**config.mk**
```make
export PLATFORM = sky130hd
export DESIGN_NAME = mem_stage_ctrl_flat
export DESIGN_NICKNAME = d
export VERILOG_FILES = /design/src/rtl/mem_stage_ctrl_pkg.sv /design/src/rtl/mem_stage_ctrl_if.sv /design/src/rtl/mem_stage_ctrl_hazard_detect.sv /design/src/rtl/mem_stage_ctrl.sv /design/src/flat_wrapper.sv
export SDC_FILE = /design/constraint.sdc
export NUM_CORES = 1
export LEC_CHECK = 0
export ABC_AREA = 1
export BUFFER_PORTS_ARGS = -buffer_cell sky130_fd_sc_hd__buf_2
export CAP_MARGIN = 10
export CELL_PAD_IN_SITES_DETAIL_PLACEMENT = 1
export CELL_PAD_IN_SITES_GLOBAL_PLACEMENT = 2
export CORE_UTILIZATION = 25
export CTS_CLUSTER_SIZE = 28
export DETAILED_ROUTE_END_ITERATION = 12
export PLACE_DENSITY_LB_ADDON = 0.1
export SYNTH_ARGS = -nofsm -noshare
export SYNTH_HDL_FRONTEND = slang
export SYNTH_SLANG_ARGS = --single-unit
```
**constraint.sdc**
```tcl
create_clock -name clk -period 2.25 [get_ports clk]
set_clock_uncertainty 0.1 [all_clocks]
set_input_delay 0.225 -clock clk [delete_from_list [all_inputs] [get_ports clk]]
set_output_delay 0.225 -clock clk [all_outputs]
set_load 0.005 [all_outputs]
```
**src/rtl/mem_stage_ctrl_pkg.sv**
```systemverilog
// Shared types and constants for the MEM-stage sequencer: FSM state encoding,
// MemtoReg field encoding and a register-match helper for hazard detection.
package mem_stage_ctrl_pkg;

  typedef enum logic [1:0] {
    ST_IDLE  = 2'd0,
    ST_WAIT  = 2'd1,
    ST_ABORT = 2'd2
  } state_t;

  // MemtoReg encoding; upstream decodes mem_rd as MemtoReg == MEMTOREG_MEM.
  localparam logic [1:0] MEMTOREG_ALU = 2'b00;
  localparam logic [1:0] MEMTOREG_MEM = 2'b01;
  localparam logic [1:0] MEMTOREG_PC  = 2'b10;

  // r0 is hardwired to zero, so a write to it never creates a dependency.
  function automatic logic reg_hit(input logic [4:0] src, input logic [4:0] dst);
    return (dst != 5'd0) && (src == dst);
  endfunction

endpackage

```
**src/rtl/mem_stage_ctrl_if.sv**
```systemverilog
// Data-memory request port. Handshake: dmem_req stays high from issue until the
// cycle the memory raises dmem_ack (or the access is aborted); dmem_we qualifies it.
interface mem_stage_ctrl_if;
  logic dmem_req;
  logic dmem_we;
  logic dmem_ack;

  modport master (output dmem_req, output dmem_we, input dmem_ack);
  modport slave  (input dmem_req, input dmem_we, output dmem_ack);
endinterface

```
**src/rtl/mem_stage_ctrl_hazard_detect.sv**
```systemverilog
// Raw load-use and branch-flush detection; priority against memory stalls is
// resolved by the parent.
module mem_stage_ctrl_hazard_detect
  import mem_stage_ctrl_pkg::*;
(
    input  logic       ex_is_load,
    input  logic [4:0] ex_wr_reg,
    input  logic [4:0] id_rs,
    input  logic [4:0] id_rt,
    input  logic       id_uses_rt,
    input  logic       branch_taken,
    output logic       load_use,
    output logic       branch_flush
);

    assign load_use = ex_is_load &
                      (reg_hit(id_rs, ex_wr_reg) | (id_uses_rt & reg_hit(id_rt, ex_wr_reg)));
    assign branch_flush = branch_taken;

endmodule

```
**src/rtl/mem_stage_ctrl.sv**
```systemverilog
// MEM-stage sequencer: issues the dmem request for EX/MEM, freezes the front of
// the pipeline while an access is pending, aborts hung accesses, counts stalls.
module mem_stage_ctrl
  import mem_stage_ctrl_pkg::*;
#(
    parameter int TIMEOUT_CYCLES = 16,
    parameter int CNT_W          = 16
) (
    input  logic                clk,
    input  logic                reset_n,
    mem_stage_ctrl_if.master    dmem,
    input  logic                mem_valid,
    input  logic                mem_rd,
    input  logic                mem_wr,
    input  logic                ex_is_load,
    input  logic [4:0]          ex_wr_reg,
    input  logic [4:0]          id_rs,
    input  logic [4:0]          id_rt,
    input  logic                id_uses_rt,
    input  logic                branch_taken,
    output logic                stall_pc,
    output logic                stall_if_id,
    output logic                hold_ex_front,
    output logic                flush_if_id,
    output logic                flush_id_ex,
    output logic                bubble_mem_wb,
    output logic                timeout_err,
    output logic [CNT_W-1:0]    stall_cycles,
    output state_t              state_dbg
);

    localparam int WC_W = $clog2(TIMEOUT_CYCLES);
    localparam logic [WC_W-1:0] WC_LAST = WC_W'(TIMEOUT_CYCLES - 1);

    state_t          state, state_nxt;
    logic [WC_W-1:0] wait_cnt, wait_cnt_nxt;
    logic            access, req, mem_stall, in_abort;
    logic            load_use, branch_flush;

    assign access        = mem_valid & (mem_rd | mem_wr);
    assign dmem.dmem_req = req;
    assign dmem.dmem_we  = mem_wr & req;
    assign state_dbg     = state;

    mem_stage_ctrl_hazard_detect u_hazard (
        .ex_is_load   (ex_is_load),
        .ex_wr_reg    (ex_wr_reg),
        .id_rs        (id_rs),
        .id_rt        (id_rt),
        .id_uses_rt   (id_uses_rt),
        .branch_taken (branch_taken),
        .load_use     (load_use),
        .branch_flush (branch_flush)
    );

    always_comb begin
        state_nxt    = state;
        wait_cnt_nxt = wait_cnt;
        req          = 1'b0;
        mem_stall    = 1'b0;
        in_abort     = 1'b0;
        case (state)
            ST_IDLE: begin
                req = access;
                if (access && !dmem.dmem_ack) begin
                    mem_stall    = 1'b1;
                    state_nxt    = ST_WAIT;
                    wait_cnt_nxt = WC_W'(1);
                end
            end
            ST_WAIT: begin
                req = 1'b1;
                if (dmem.dmem_ack) begin
                    state_nxt    = ST_IDLE;
                    wait_cnt_nxt = '0;
                end else begin
                    mem_stall = 1'b1;
                    if (wait_cnt == WC_LAST) begin
                        state_nxt    = ST_ABORT;
                        wait_cnt_nxt = '0;
                    end else begin
                        wait_cnt_nxt = wait_cnt + WC_W'(1);
                    end
                end
            end
            ST_ABORT: begin
                // Request dropped; any late ack this cycle is deliberately ignored.
                in_abort  = 1'b1;
                state_nxt = ST_IDLE;
            end
            default: state_nxt = ST_IDLE;
        endcase
    end

    // With EX frozen by a memory stall, branch and load-use wait for release.
    always_comb begin
        stall_pc      = 1'b0;
        stall_if_id   = 1'b0;
        hold_ex_front = 1'b0;
        flush_if_id   = 1'b0;
        flush_id_ex   = 1'b0;
        bubble_mem_wb = mem_stall | in_abort;
        if (mem_stall) begin
            stall_pc      = 1'b1;
            stall_if_id   = 1'b1;
            hold_ex_front = 1'b1;
        end else if (branch_flush) begin
            flush_if_id = 1'b1;
            flush_id_ex = 1'b1;
        end else if (load_use) begin
            stall_pc    = 1'b1;
            stall_if_id = 1'b1;
            flush_id_ex = 1'b1;
        end
    end

    always_ff @(posedge clk) begin
        if (!reset_n) begin
            state        <= ST_IDLE;
            wait_cnt     <= '0;
            timeout_err  <= 1'b0;
            stall_cycles <= '0;
        end else begin
            state    <= state_nxt;
            wait_cnt <= wait_cnt_nxt;
            if (in_abort) timeout_err <= 1'b1;
            if (stall_pc && (stall_cycles != {CNT_W{1'b1}}))
                stall_cycles <= stall_cycles + CNT_W'(1);
        end
    end

endmodule

```
**src/flat_wrapper.sv**
```systemverilog
// flat-port wrapper written by rule: the top's interface ports become plain ports
module mem_stage_ctrl_flat import mem_stage_ctrl_pkg::*;
#(
    parameter int TIMEOUT_CYCLES = 16,
    parameter int CNT_W          = 16
)
  (clk, reset_n, mem_valid, mem_rd, mem_wr, ex_is_load, ex_wr_reg, id_rs, id_rt, id_uses_rt, branch_taken, stall_pc, stall_if_id, hold_ex_front, flush_if_id, flush_id_ex, bubble_mem_wb, timeout_err, stall_cycles, state_dbg, dmem_dmem_req, dmem_dmem_we, dmem_dmem_ack);
  mem_stage_ctrl_if dmem_i ();
  input  logic clk;
  input  logic reset_n;
  input  logic mem_valid;
  input  logic mem_rd;
  input  logic mem_wr;
  input  logic ex_is_load;
  input  logic [4:0] ex_wr_reg;
  input  logic [4:0] id_rs;
  input  logic [4:0] id_rt;
  input  logic id_uses_rt;
  input  logic branch_taken;
  output logic stall_pc;
  output logic stall_if_id;
  output logic hold_ex_front;
  output logic flush_if_id;
  output logic flush_id_ex;
  output logic bubble_mem_wb;
  output logic timeout_err;
  output logic [CNT_W-1:0] stall_cycles;
  output state_t state_dbg;
  output wire logic [$bits(dmem_i.dmem_req)-1:0] dmem_dmem_req;
  output wire logic [$bits(dmem_i.dmem_we)-1:0] dmem_dmem_we;
  input wire logic [$bits(dmem_i.dmem_ack)-1:0] dmem_dmem_ack;
  assign dmem_dmem_req = dmem_i.dmem_req;
  assign dmem_dmem_we = dmem_i.dmem_we;
  assign dmem_i.dmem_ack = dmem_dmem_ack;
  mem_stage_ctrl #(.TIMEOUT_CYCLES(TIMEOUT_CYCLES), .CNT_W(CNT_W)) u_core (.clk(clk), .reset_n(reset_n), .dmem(dmem_i), .mem_valid(mem_valid), .mem_rd(mem_rd), .mem_wr(mem_wr), .ex_is_load(ex_is_load), .ex_wr_reg(ex_wr_reg), .id_rs(id_rs), .id_rt(id_rt), .id_uses_rt(id_uses_rt), .branch_taken(branch_taken), .stall_pc(stall_pc), .stall_if_id(stall_if_id), .hold_ex_front(hold_ex_front), .flush_if_id(flush_if_id), .flush_id_ex(flush_id_ex), .bubble_mem_wb(bubble_mem_wb), .timeout_err(timeout_err), .stall_cycles(stall_cycles), .state_dbg(state_dbg));
endmodule
```
==> impl_metrics.toml, run 1 <==
[outcome]
status = "finished clean"

[clock_tree]
ctsHoldBuffers = 0
cts_tree = "built"
cts_root_buf = "clkbuf_8"
clk_pin_slew_ns = 0.09
clock_sinks = 23
htreeDepth = 1
post-cts-setup-buffers = 0
clk_latency_ns = 0.27
clock_path_buffers = 2
cts_resized = 0
cts_made_buffers = 3

[synth]
synth-seq-area-share = 0.298
synth.area.mux_share = 0
synth-main-ff-cell = "dfxtp_1"
synth-edff-count = 0
synth_area_leader_cell = "dfxtp_1"
synth_simple_gate_area_share = 0.413
synth_fa_ha_area_frac = 0.0162
synth_area_leaders = "dfxtp_1, nand2_1, inv_1, nor2_1, a21oi_1"
syn_inst = 255
yosysMostFrequentCell = "nand2_1"
synthDistinctLibCells = 28
yosysTopAreaCellShare = 0.298
synth_nets = 281
post_synth_xor_area_fraction = 0.0170
async_flop_share = 0
avgSynthCellArea_sq_um = 6.05
syn-cell-area_sq_um = 1540
ys_ff_latch = 23
synth_top_family_by_area = "simple AND/OR/NAND/NOR gates"
synthTopCellsByCount = "nand2_1, inv_1, nor2_1"
synth_compound_area_frac = 0.105
synth_warnings = 0

[worst_setup_path]
cp_top_family = "simple AND/OR/NAND/NOR gates"
path_class = "register to primary output"
worst-path-buf-inv = 3
worstPathRequired_ns = 1.92
critPathMaxStageDelay_ns = 0.35
cp-start-kind = "register"
slowest_stage = "dfxtp_1"
worst_setup_path_end_kind = "primary output"
crit_chain = "inv_1 -> nor2_1 -> inv_1 -> nand2_1 -> nand2_1 -> nand2_4 -> buf_2"
cp_max_fo = 32
crit_cells = 7
arrival_ns = 1.60
reg2regPathDepth = 10

[timing]
worstMarginPinSlew_ns = 0.367
setup_viol = 0
slew_violations = 0
grt_setup_unrepaired = "false"
relSlewSlack = 0.755
fmax_ghz = 0.521
hold_viol = 0
layout_min_cycle_time_ns = 1.92
tns_ns = 0
finalCritPeriodShare = 0.854

[global_routing]
grt_usage = 0.140
grt_pass1_wl_mm = 7.19
grt_pass1_vias = 1608
grt-ovfl-total = 0
grt_max_degree = 33
grt_antenna_before_repair = 0

[detailed_routing]
drc = 0
dr.pass1.iters = 4
wirelength_mm = 4.16
viasPerCell = 4.39
antenna_left = 0
num_vias = 1659
drt_iter0_drc = 61
wl_per_cell_um = 11.0

[hold_path]
min_path_cells = 4
min_path_type = "primary input to register"

[floorplan]
die_x_um = 80.6
fp.dieH_um = 80.6
coreArea_sq_um = 5960
num_rows = 28
die_area_sq_um = 6490
ios = 51
start_util = 0.259

[cells_and_area]
drive_above_1_share = 0.215
fin_nets = 330
syn_to_final_growth_pct = 22.0
antenna_cells = 0
instances_no_fill = 378

[pwr]
ir_drop_uv = 214
leakage_nw = 1.03
fin_total_pwr_mw = 0.855
power.density_nw_per_um2 = 454

[place]
gp_congestion = 0.728
place.port_buffers = 50
dp.cells = 374
post-dp-hpwl_mm = 3.24

[run]
max_cap_violations = 0
metal layers:
layer,vias to the layer above,part of all wire,GRT usage
met5,-,0,0
met4,0,0.0060,0.0268
met3,2,0.035,0.0273
met2,23,0.46,0.238
met1,751,0.50,0.182
li1,883,-,-
cell type report:
cell class              count  area, sq um
clock buffers               3         41.3
fillers                   814         4070
repair buffers             51          258
well taps                  75         93.8
multi-input cells         181          857
flip-flops and latches     23          460
inverters                  44          165
clock inverters             1         7.51
cell families (layout without fill, tap and decap cells):
group,count (synthesis),after routing
buffers and inverters,51,99
DFF,23,23
xor gates and xnor gates,3,3
AOI/OAI and AO/OA,30,30
and+or+nand+nor,146,146
adders and majority gates,2,2
cell usage in the layout (no fill, tap or decap), drive strengths merged:
cell type / n
xnor2: 2
a21oi: 23
and3: 1
nand3: 23
dfxtp: 23
clkinvlp: 1
nand2: 75
nor3: 4
nor2: 37
o21ai: 3
inv: 44
xor2: 1
buf: 51
nand3b: 3
ha: 2
a21boi: 1
o21a: 1
clkbuf: 3
nand4: 3
a31oi: 1
a211oi: 1
registers in the layout, summed over array words and instances (netlist names):
register / count
u_core.wait_cnt: 4
u_core.stall_cycles: 16
u_core.state_dbg: 2
u_core.timeout_err: 1
through the flow:
stage / instance area (sq um) / setup slack, ns / util / hold slack (ns)
2_1_floorplan: 1540 / 0.623 / - / 0.323
3_3_place_gp: 1830 / 0.298 / 0.307 / 0.336
3_5_place_dp: 1830 / 0.325 / 0.307 / 0.342
4_1_cts: 1880 / 0.0978 / 0.315 / 0.172
5_1_grt: 1880 / 0.133 / 0.316 / 0.204
6_report: 1880 / 0.329 / 0.316 / 0.186
worst register-to-register path, cell delays in order (launching register included):
cell	delay, ns
dfxtp_1	0.40
ha_1	0.19
nand2_1	0.06
inv_1	0.10
nand2_2	0.09
nor2_4	0.16
nand3_4	0.21
nand3b_1	0.17
nor2_1	0.08
a21oi_1	0.12
nor2_1	0.06
worst paths after layout:
path / startpoint / end / slack, ns
setup / recovery: u_core.state_dbg[0]$_SDFFE_PN0P_ / stall_if_id / 0.33
hold / removal: dmem_dmem_ack / u_core.wait_cnt[1]$_SDFFE_PN0P_ / 0.19
setup reg to reg: u_core.stall_cycles[0]$_SDFFE_PN0P_ / u_core.stall_cycles[15]$_SDFFE_PN0P_ / 0.43
hold reg to reg: u_core.timeout_err$_SDFFE_PN0N_ / u_core.timeout_err$_SDFFE_PN0N_ / 0.35
power by group:
group          internal (mW)  switching, mW
registers              0.416        0.00925
logic                 0.0620         0.0880
clock network          0.126          0.154
total                  0.604          0.251
Power figures use the tool's default switching activity.
==> run 2, diff against run 1 <==
- ABC_AREA: 1 -> not set
- CORE_UTILIZATION: 25 -> 28
- CTS_BUF_LIST: not set -> sky130_fd_sc_hd__clkbuf_8
- GPL_ROUTABILITY_DRIVEN: not set -> 0
==> impl_metrics.toml, run 2 <==
[synth]
synthTopCellsByCount = "dfxtp_1, a21oi_1, nor2_1"
synth_nets = 194
synth-edff-count = 0
syn-cell-area_sq_um = 1350
synthDistinctLibCells = 37
avgSynthCellArea_sq_um = 8.03
yosysMostFrequentCell = "dfxtp_1"
synth-main-ff-cell = "dfxtp_1"
syn_inst = 168
yosysTopAreaCellShare = 0.341
synth_area_leaders = "dfxtp_1, a21oi_1, xor2_1, or4_1, o31ai_1"
synth_area_leader_cell = "dfxtp_1"
ys_ff_latch = 23
synth-seq-area-share = 0.341
synth_warnings = 0
async_flop_share = 0

[worst_setup_path]
path_class = "register to register"
ff2ff_setup_slack_ns = 0.11
worst_setup_path_end_kind = "register"
cp_top_family = "simple AND/OR/NAND/NOR gates"
r2r_start = "u_core.stall_cycles[8]$_SDFFE_PN0P_"
worst-path-buf-inv = 1
cp-start-kind = "register"
slowest_stage = "or4_1"
crit_chain = "and4_1 -> and3_1 -> and3b_1 -> buf_4 -> or4_1 -> a21oi_1"
critPathMaxStageDelay_ns = 0.46
cp_max_fo = 9
r2r-end = "u_core.stall_cycles[8]$_SDFFE_PN0P_"
reg2regPathDepth = 6
arrival_ns = 2.24
worstPathRequired_ns = 2.35

[detailed_routing]
wl_per_cell_um = 14.4
drt_iter0_drc = 32
drc = 3
dr.pass1.iters = 8
num_vias = 1448
wirelength_mm = 4.00
viasPerCell = 5.23
antenna_left = 0

[clock_tree]
clock_sinks = 23
htreeDepth = 1
cts_tree = "built"
ctsHoldBuffers = 0
cts_resized = 0
post-cts-setup-buffers = 0
clock_path_buffers = 2
cts_root_buf = "clkbuf_8"
cts_made_buffers = 3
clk_latency_ns = 0.27
clk_pin_slew_ns = 0.09

[global_routing]
grt-ovfl-total = 0
grt_max_degree = 28
grt_antenna_before_repair = 0
grt_usage = 0.161
grt_pass1_wl_mm = 6.53
grt_pass1_vias = 1471

[cells_and_area]
instances_no_fill = 277
nFillCells = 582
largest_reg_flops = 16
mostFrequentLayoutCells = "buf_2, dfxtp_1, a21oi_1"
syn_to_final_growth_pct = 31.7
drive_above_1_share = 0.307
antenna_cells = 0
final_area_sq_um = 1780
regMostFlops = "u_core.stall_cycles"
fin_nets = 252
final_common_cell = "buf_2"

[timing]
setup_viol = 0
finalCritPeriodShare = 0.950
slew_violations = 0
hold_slack_ns = 0.198
hold_viol = 0
layout_min_cycle_time_ns = 2.14
fmax_ghz = 0.468
grt_setup_unrepaired = "false"
worstMarginPinSlew_ns = 0.573
relSlewSlack = 0.618
tns_ns = 0

[floorplan]
start_util = 0.299
fp.dieH_um = 71.4
die_x_um = 71.4
ios = 51
num_rows = 24
coreArea_sq_um = 4500
die_area_sq_um = 5100

[hold_path]
min_from = "reset_n"
min_to = "u_core.stall_cycles[9]$_SDFFE_PN0P_"
min_path_type = "primary input to register"
min_path_cells = 3

[place]
dp.cells = 273
place.port_buffers = 50
placed_area_sq_um = 1730
post-dp-hpwl_mm = 3.09

[pwr]
ir_drop_uv = 323
power.density_nw_per_um2 = 462
leakage_nw = 0.749
fin_total_pwr_mw = 0.820

[outcome]
failed_checks = "DRC"
status = "finished with violations"

[run]
max_cap_violations = 0
-- run 2: changes by cell type after synthesis, moves of 7 or more --
cell     change
nand2_1     -64
inv_1       -34
nor2_1      -22
nand3_1     -12
or4_1        +8
xor2_1       +8
o31ai_1      +7
-- run 2: through the flow --
step	util	setup WS, ns
detailed placement	0.384	-0.0244
finish	0.394	0.112
CTS	0.394	0.108
global placement	0.384	0.0185
global route	0.394	0.0125
floorplan	-	0.229
-- run 2: layer usage --
layer / up-vias / routed length, um / GRT usage
met4: 0 / 36 / 0.0467
met1: 682 / 1820 / 0.194
li1: 735 / - / -
met5: - / 0 / 0
met3: 4 / 136 / 0.0338
met2: 27 / 2000 / 0.287
-- run 2: logic make-up after synthesis --
logic type | after synthesis | synth area share
compound gates | 44 | 0.196
flops | 23 | 0.341
buf+inv | 16 | 0.0547
xor+xnor | 10 | 0.0649
fa+ha+maj | 2 | 0.0185
simple gates | 69 | 0.295
mux | 4 | 0.0297
-- run 2: worst min-delay path: stages --
cell     delay [ns]
buf_2          0.17
nand2_1        0.08
mux2i_1        0.05
-- run 2: power breakdown --
part	switching, mW	total [mW]	internal [mW]
clock network	0.148	0.273	0.126
registers	0.00455	0.416	0.412
logic	0.0705	0.131	0.0602
total	0.223	0.820	0.598
-- run 2: worst max path at each step --
stage	startpoint	to	slack, ns	cells past startpoint
after floorplan	ex_wr_reg[0]	stall_pc	0.23	6
after global placement	ex_wr_reg[3]	u_core.stall_cycles[3]$_SDFFE_PN0P_	0.02	8
after detailed placement	ex_wr_reg[3]	u_core.stall_cycles[10]$_SDFFE_PN0P_	-0.02	8
after CTS	u_core.stall_cycles[8]$_SDFFE_PN0P_	u_core.stall_cycles[8]$_SDFFE_PN0P_	0.11	6
after global routing	u_core.state_dbg[1]$_SDFFE_PN0P_	u_core.stall_cycles[10]$_SDFFE_PN0P_	0.01	6
final	u_core.stall_cycles[8]$_SDFFE_PN0P_	u_core.stall_cycles[8]$_SDFFE_PN0P_	0.11	6
-- run 2: cell type report --
cell class                 instances  area (sq um)  share of cell area
multi-input combinational        129           815               0.458
sequential                        23           460               0.259
timing repair buffer              61           358               0.201
tap                               52          65.1              0.0366
clock buffer                       3          41.3              0.0232
inverter                           8          30.0              0.0169
clock inverter                     1          7.51             0.00423
==> run 3, diff against run 2 <==
- RECOVER_POWER: not set -> 25
==> impl_metrics.toml, run 3 (same netlist as run 2, synthesis figures left out) <==
[outcome]
status = "finished with violations"
failed_checks = "DRC"

[clock_tree]
clk_pin_slew_ns = 0.09
htreeDepth = 1
cts_resized = 0
clock_sinks = 23
clk_latency_ns = 0.27
cts_tree = "built"
clock_path_buffers = 2
ctsHoldBuffers = 0
cts_made_buffers = 3
cts_root_buf = "clkbuf_8"
post-cts-setup-buffers = 0

[detailed_routing]
num_vias = 1445
drc = 3
antenna_left = 0
viasPerCell = 5.22
wirelength_mm = 4.01
wl_per_cell_um = 14.5
dr.pass1.iters = 8
drt_iter0_drc = 28

[timing]
worstMarginPinSlew_ns = 0.572
fmax_ghz = 0.467
tns_ns = 0
grt_setup_unrepaired = "false"
slew_violations = 0
finalCritPeriodShare = 0.951
relSlewSlack = 0.618
setup_viol = 0
layout_min_cycle_time_ns = 2.14
hold_viol = 0

[pwr]
switching_share = 0.271
switchingPower_mw = 0.222
power_frac_clock = 0.333
power.density_nw_per_um2 = 464
ir_drop_uv = 323
power.internal_mw = 0.597
leakage_nw = 0.718
pwr-share-seq = 0.508
pwr-share-comb = 0.159

[worst_setup_path]
worst_setup_path_end_kind = "register"
slowest_stage = "or4_1"
crit_start = "u_core.stall_cycles[8]$_SDFFE_PN0P_"
arrival_ns = 2.24
worstPathRequired_ns = 2.35
endpoint = "u_core.stall_cycles[8]$_SDFFE_PN0P_"
cp-start-kind = "register"
r2r-end = "u_core.stall_cycles[8]$_SDFFE_PN0P_"
path_class = "register to register"
cp_max_fo = 9
crit_chain = "and4_1 -> and3_1 -> and3b_1 -> buf_4 -> or4_1 -> a21oi_1"
critPathMaxStageDelay_ns = 0.46
reg2regPathDepth = 6
ff2ff_setup_slack_ns = 0.11
r2r_start = "u_core.stall_cycles[8]$_SDFFE_PN0P_"

[global_routing]
grt_usage = 0.161
grt_antenna_before_repair = 0
grt_pass1_vias = 1471
grt_pass1_wl_mm = 6.53
grt-ovfl-total = 0
grt_max_degree = 28

[floorplan]
die_area_sq_um = 5100
coreArea_sq_um = 4500
start_util = 0.299
die_x_um = 71.4
num_rows = 24
ios = 51
fp.dieH_um = 71.4

[place]
place.port_buffers = 50
post-dp-hpwl_mm = 3.09
dp.cells = 273

[cells_and_area]
mostFrequentLayoutCells = "buf_2, dfxtp_1, a21oi_1"
drive_above_1_share = 0.276
final_common_cell = "buf_2"
seqCellArea_sq_um = 460
fin_nets = 252
multiInputGateArea_sq_um = 815
antenna_cells = 0
largest_reg_flops = 16
instances_no_fill = 277
post-route-util = 0.393
nFillCells = 585
regMostFlops = "u_core.stall_cycles"
syn_to_final_growth_pct = 31.1

[run]
max_cap_violations = 0

[hold_path]
min_path_type = "primary input to register"
run 3: cell types whose count changed in the layout (fill, tap and decap cells not counted), sizes merged:
cell	before	now
buf	61	54
clkbuf	3	10
run 3: per-stage QoR:
step           hold WS (ns)  worst slack (ns)  instance area [sq um]  power [mW]
3_5_place_dp          0.366           -0.0244                   1730       0.558
3_3_place_gp          0.353            0.0185                   1730       0.553
5_1_grt               0.226            0.0125                   1770       0.858
6_report              0.199             0.111                   1770       0.820
2_1_floorplan         0.274             0.229                   1350       0.492
4_1_cts               0.194             0.108                   1780       0.834
run 3: metal layers:
layer	vias to the layer above	track usage	part of all wire
li1	735	-	-
met1	680	0.194	0.46
met2	26	0.287	0.50
met3	4	0.0338	0.035
met4	0	0.0467	0.0090
met5	-	0	0
run 3: power by group through the flow:
stage	sequential, mW	clock, mW	combinational (mW)
2_1_floorplan	0.427	0	0.0655
3_5_place_dp	0.426	0	0.132
3_3_place_gp	0.426	0	0.127
4_1_cts	0.417	0.285	0.133
5_1_grt	0.417	0.296	0.145
6_report	0.416	0.273	0.130
run 3: worst max-delay path: cells and delay by family, from the launching register on:
kind,cells,cell delay [ns]
AND/OR/NAND/NOR,4,1.24
buffers and inverters,1,0.21
AO/OA/AOI/OAI,1,0.15
flip-flops,1,0.36
run 3: worst min path at each step:
stage          depth (start not counted)                              endpoint                            start  slack (ns)
2_1_floorplan                          2  u_core.stall_cycles[13]$_SDFFE_PN0P_                          reset_n        0.27
3_3_place_gp                           2       u_core.timeout_err$_SDFFE_PN0N_  u_core.timeout_err$_SDFFE_PN0N_        0.35
3_5_place_dp                           2       u_core.timeout_err$_SDFFE_PN0N_  u_core.timeout_err$_SDFFE_PN0N_        0.37
4_1_cts                                3   u_core.stall_cycles[9]$_SDFFE_PN0P_                          reset_n        0.19
5_1_grt                                3   u_core.stall_cycles[6]$_SDFFE_PN0P_                          reset_n        0.23
6_report                               3   u_core.stall_cycles[9]$_SDFFE_PN0P_                          reset_n        0.20
run 3: final cells by class:
cell class | count | share of cell area
Sequential cell | 23 | 0.260
Timing Repair Buffer | 61 | 0.197
Clock buffer | 3 | 0.0234
Multi-Input combinational cell | 129 | 0.461
Clock inverter | 1 | 0.00425
Inverter | 8 | 0.0170
Tap cell | 52 | 0.0368
